$ cat src/rtl/pad_bank_ctrl.sv
// Controller for a bank of NCH PADBID cells: per-channel direction FSM with
// turnaround dead time, input synchroniser and sticky drive-contention flag.
module pad_bank_ctrl #(
  parameter int NCH         = 4,
  parameter int TURN_CYC    = 2,
  parameter int SYNC_STAGES = 2
) (
  input  logic           CK,
  input  logic           RST,
  input  logic [NCH-1:0] oe_req,
  input  logic [NCH-1:0] dout,
  input  logic [NCH-1:0] err_clr,
  input  logic [NCH-1:0] pad_c,
  output logic [NCH-1:0] pad_i,
  output logic [NCH-1:0] pad_oen,
  output logic [NCH-1:0] din,
  output logic [NCH-1:0] din_valid,
  output logic [NCH-1:0] busy,
  output logic [NCH-1:0] err
);

  localparam logic [1:0] ST_RX      = 2'd0;
  localparam logic [1:0] ST_TURN_TX = 2'd1;
  localparam logic [1:0] ST_TX      = 2'd2;
  localparam logic [1:0] ST_TURN_RX = 2'd3;

  localparam logic [3:0] TURN_LOAD = 4'(TURN_CYC);
  localparam logic [2:0] RX_FULL   = 3'(SYNC_STAGES);
  localparam logic [2:0] SETTLE    = 3'(SYNC_STAGES + 1);

  // NOTE: sequential state uses non-blocking assignments so every flop samples
  // pre-edge values regardless of block ordering.
  always_ff @(posedge CK or posedge RST) begin
    if (RST) pad_i <= '0;
    else     pad_i <= dout;
  end

  for (genvar ch = 0; ch < NCH; ch++) begin : g_ch
    logic [1:0]             state;
    logic [1:0]             state_nx;
    logic [3:0]             cnt;
    logic [SYNC_STAGES-1:0] sync_q;
    logic [SYNC_STAGES-1:0] pad_i_dly;
    logic [2:0]             rx_cnt;
    logic [2:0]             settle_cnt;
    logic                   oen_q;
    logic                   valid_q;
    logic                   err_q;
    logic                   mism;

    // NOTE: next-state defaults to the current state before the case so no
    // path leaves state_nx unassigned (which would infer a latch).
    always_comb begin
      state_nx = state;
      case (state)
        ST_RX:      if (oe_req[ch]) state_nx = ST_TURN_TX;
        ST_TURN_TX: if (cnt == 4'd1) state_nx = oe_req[ch] ? ST_TX : ST_TURN_RX;
        ST_TX:      if (!oe_req[ch]) state_nx = ST_TURN_RX;
        ST_TURN_RX: if (cnt == 4'd1) state_nx = oe_req[ch] ? ST_TURN_TX : ST_RX;
        default:    state_nx = ST_RX;
      endcase
    end

    // Turn states reload on every entry; the request is only looked at on expiry.
    always_ff @(posedge CK or posedge RST) begin
      if (RST) begin
        state <= ST_RX;
        cnt   <= '0;
        oen_q <= 1'b1;
      end else begin
        state <= state_nx;
        oen_q <= (state_nx != ST_TX);
        if ((state_nx == ST_TURN_TX || state_nx == ST_TURN_RX) && state_nx != state)
          cnt <= TURN_LOAD;
        else if (state == ST_TURN_TX || state == ST_TURN_RX)
          cnt <= cnt - 4'd1;
      end
    end

    always_ff @(posedge CK or posedge RST) begin
      if (RST) begin
        sync_q    <= '0;
        pad_i_dly <= '0;
      end else begin
        sync_q    <= {sync_q[SYNC_STAGES-2:0], pad_c[ch]};
        pad_i_dly <= {pad_i_dly[SYNC_STAGES-2:0], pad_i[ch]};
      end
    end

    // din is trustworthy once the synchroniser has been filled from the pad in RX.
    always_ff @(posedge CK or posedge RST) begin
      if (RST) begin
        rx_cnt  <= '0;
        valid_q <= 1'b0;
      end else if (state_nx != ST_RX || state != ST_RX) begin
        rx_cnt  <= '0;
        valid_q <= 1'b0;
      end else begin
        if (rx_cnt != RX_FULL) rx_cnt <= rx_cnt + 3'd1;
        valid_q <= valid_q | ((rx_cnt + 3'd1) >= RX_FULL);
      end
    end

    always_ff @(posedge CK or posedge RST) begin
      if (RST)                                       settle_cnt <= '0;
      else if (state_nx != ST_TX || state != ST_TX)  settle_cnt <= '0;
      else if (settle_cnt != SETTLE)                 settle_cnt <= settle_cnt + 3'd1;
    end

    // Received value is compared against what was driven SYNC_STAGES cycles ago.
    assign mism = (state == ST_TX) && (settle_cnt >= SETTLE) &&
                  (sync_q[SYNC_STAGES-1] != pad_i_dly[SYNC_STAGES-1]);

    always_ff @(posedge CK or posedge RST) begin
      if (RST)              err_q <= 1'b0;
      else if (mism)        err_q <= 1'b1;
      else if (err_clr[ch]) err_q <= 1'b0;
    end

    assign pad_oen[ch]   = oen_q;
    assign din[ch]       = sync_q[SYNC_STAGES-1];
    assign din_valid[ch] = valid_q;
    assign busy[ch]      = (state == ST_TURN_TX) || (state == ST_TURN_RX);
    assign err[ch]       = err_q;
  end

endmodule

$ cat config.mk
export PLATFORM = sky130hd
export DESIGN_NAME = pad_bank_ctrl
export DESIGN_NICKNAME = d
export VERILOG_FILES = /design/src/rtl/pad_bank_ctrl.sv
export SDC_FILE = /design/constraint.sdc
export NUM_CORES = 1
export LEC_CHECK = 0
export CORE_ASPECT_RATIO = 2
export CORE_MARGIN = 1.5
export CORE_UTILIZATION = 50
export DETAILED_ROUTE_END_ITERATION = 10
export PLACE_DENSITY = 0.72
export SLEW_MARGIN = 20
export SYNTH_ARGS = -nofsm -noshare
export SYNTH_HDL_FRONTEND = slang
export SYNTH_SLANG_ARGS = --single-unit
$ cat constraint.sdc
create_clock -name CK -period 3.91 [get_ports CK]
set_input_delay 0.9775 -clock CK [delete_from_list [all_inputs] [get_ports CK]]
set_output_delay 0.9775 -clock CK [all_outputs]
set_load 0.1 [all_outputs]
==> results by group <==
Floorplan
  – CORE AREA: between 7000 and 8000 um2
  – Die W: 65.0 um
  – Starting Density: 51.0%
  – Die Y: 127 um
  – Row cnt: 45
  – Die ar.: 8260 um2
  – Io pins: 42

Worst setup path
  – CP Max Fanout: 9
  – Crit-path slowest cell: clkdlybuf4s50_1
  – Cell family with most CP delay: buffers and inverters
  – Worst R2R Setup Slack: ~2.3 ns
  – CP startpoint kind: flop
  – Critical path class: reg -> out
  – Worst-path cell chain: clkdlybuf4s50_1
  – Slowest stage delay, CP: 1.18 ns
  – Critical Path RT: between 2 and 3 ns
  – Crit path capture type: output pin
  – CP bufs+invs: 1
  – Worst Path Arrival: between 1.5 and 2 ns

Clock network
  – Hold-fix buffers, CTS: 0
  – Skew-Pair Late Insertion Delay: 0.33 ns
  – Reg clk slew, reported paths: approximately 0.050 ns
  – Num Clock Sinks: 80
  – CTS tree: yes
  – CTS Buffer Depth: 2
  – CTS Buf Count: 9
  – Post-CTS Repair Setup Buffers: 0
  – Root buf cell: clkbuf_16
  – Post-CTS Resized: 0
  – H-Tree Depth: 3

Detailed routing
  – TritonRoute pass-1 iters: 4
  – Drt wl/cell: about 13 um
  – Via Count: 2438
  – DRC violations left: 0
  – DR vias/cell: about 5.1
  – DRT iter0 DRCs: 130
  – Post-route ant nets: 0
  – Final wirelength: 6350 um

Placement
  – Final GP Congestion: 0.828
  – Count of input and output buffers: 41
  – Placed inst area: 4210 um2
  – Setup slack after placement: approximately 1.3 ns
  – Dpl hpwl: 4560 um

Synth
  – Cell area after synthesis: slightly below 4000 um2
  – Cell variety after synth: 40
  – Post-synthesis adder-cell area fraction: 9.11%
  – Xor/xnor share of the synthesized area: 7.48%
  – Synth Net Count: 394
  – Register area share after synthesis: 52.2%
  – Synth async-reset ratio: 100%
  – Post-synth EDFFs: 0
  – Largest area contributor in the netlist: dfrtp_1
  – Mux share of post-synthesis cell area: 2.67%
  – Yosys reg bits: 80
  – Top cells by count, synth: dfrtp_1, nor2_1, inv_1
  – Synth Area in Simple Gates: 13.4%
  – Post-synthesis compound-gate area fraction: 7.64%
  – Area contributors post-synth: dfrtp_1, ha_1, nor2_1
  – Syn_area_per_cell: 11.1 um2
  – Synthesis Warnings: 0
  – Most frequent cell after synthesis: dfrtp_1
  – Main combinational cell family by area after synthesis: simple AND/OR/NAND/NOR gates
  – Synth Flop Type: dfrtp_1
  – Cells after synthesis: 348
  – Top-area cell type share of the netlist area: 49.4%

STA
  – Worst Tran Pin Value: 0.980 ns
  – Slew headroom: 34.4%
  – Final worst slack: between 0.9 and 1 ns
  – Setup Skew: 0.00636 ns
  – Final min period: roughly 3.0 ns
  – Worst hold margin: about 0.35 ns
  – RSZ-0062 raised after global routing: no
  – Slew Viols, Final: 0
  – Setup TNS: 0 ns
  – Fin crit share: 75.9%
  – Final setup fails: 0
  – Final Hold Vio Count: 0
  – Max Fclk: approximately 340 MHz

Cells and area
  – Synth-to-Final Area Change: 18.2%
  – Post-layout net count: 421
  – Fill count: 628
  – Share of cells above drive strength 1: 11.1%
  – Final instance area: 4550 um2
  – Antenna fix cells: 0

Power and ir drop
  – Leakage dissipation: 2.02 nW
  – Power Dens Cells: 669 nW/um2
  – Worst VDD drop: 0.000530 V
  – Total chip power: 0.00304 W

GRT
  – Initial antenna violation count: 0
  – Met3 global-route usage: 6.60%
  – Grt total ovfl: 0
  – M1 GR Usage: a little under a fifth
  – Largest net degree at the start of global routing: 34
  – Most Used Layer, Global Route: met2
  – Met2 GRT Util: a little under a third
  – Gr usage total: 17.9%
  – Vias in the first global route: ~2600
  – First-pass GRT wire length: approximately 11000 um

Status
  – Status: complete, no violations

Worst hold path
  – Worst min-delay path class: reg -> reg

Flow run
  – Max Cap Viol: 0
layout by cell type, fill, tap and decap left out, drive strengths merged, types with 4 or more instances in the layout:
cell	instances
mux2i	8
dfstp	4
ha	28
or3	4
nor2b	4
a31oi	4
nor2	45
buf	6
inv	29
o21ai	6
xnor2	17
nor3b	4
clkbuf	14
dfrtp	76
nand2	15
clkdlybuf4s50	37
nor3	11
nand2b	5
xor2	15
a21oi	16
a211oi	7
final cells by class:
cell class,count,area [um2],area share [%]
inverter,29,109,2.39
multi-input combinational,212,1550,34.1
timing repair buffer,43,428,9.41
clock inverter,2,60.1,1.32
sequential,80,2010,44.1
tap,94,118,2.59
clock buffer,14,274,6.03
sequential cells by signal, indices dropped and copies added, names as in the netlist:
name / cells
g_ch.cnt: 16
g_ch.err_q: 4
g_ch.oen_q: 4
g_ch.pad_i_dly: 8
g_ch.rx_cnt: 12
g_ch.settle_cnt: 12
g_ch.state: 8
g_ch.sync_q: 8
g_ch.valid_q: 4
pad_i: 4
per-stage QoR:
stage,util [%],cells
floorplan,-,348
global placement,55.8,458
detailed placement,55.8,458
CTS,60.3,474
global route,60.3,474
finish,60.3,474
per-layer routing:
| metal | wire length [um] | part of all wire (%) | vias to the layer above |
|---|---|---|---|
| met1 | 2480 | 39 | 1181 |
| met5 | 0 | 0 | - |
| met2 | 3490 | 55 | 56 |
| met3 | 268 | 4.2 | 8 |
| met4 | 104 | 1.6 | 0 |
| li1 | - | - | 1193 |
final timing paths:
kind	from	cells past startpoint	endpoint
max in group asynchronous	RST	3	g_ch[0].oen_q
min reg2reg	g_ch[0].pad_i_dly[0]	0	g_ch[0].pad_i_dly[1]
min in group asynchronous	RST	2	g_ch[3].err_q
max reg2reg	g_ch[1].cnt[1]	5	g_ch[1].cnt[0]
min	g_ch[0].pad_i_dly[0]	0	g_ch[0].pad_i_dly[1]
max	g_ch[3].state[0]	1	busy[3]
power breakdown:
| part | internal (W) | leakage, nW | switching (W) | total [W] |
|---|---|---|---|---|
| Clock | 0.000611 | 0.163 | 0.000298 | 0.000910 |
| Combinational | 0.000363 | 0.861 | 0.000568 | 0.000931 |
| Sequential | 0.00100 | 0.996 | 0.000201 | 0.00120 |
| Total | 0.00197 | 2.02 | 0.00107 | 0.00304 |
kinds of logic (layout without fill, tap and decap cells):
kind of cell	after synthesis	in the layout
adder cells (fa/ha/maj)	28	28
AO/OA/AOI/OAI	44	44
multiplexers	10	10
XOR/XNOR	32	32
flip-flops	80	80
buffers and inverters	56	88
AND/OR/NAND/NOR	98	98
Power figures use the tool's default switching activity.
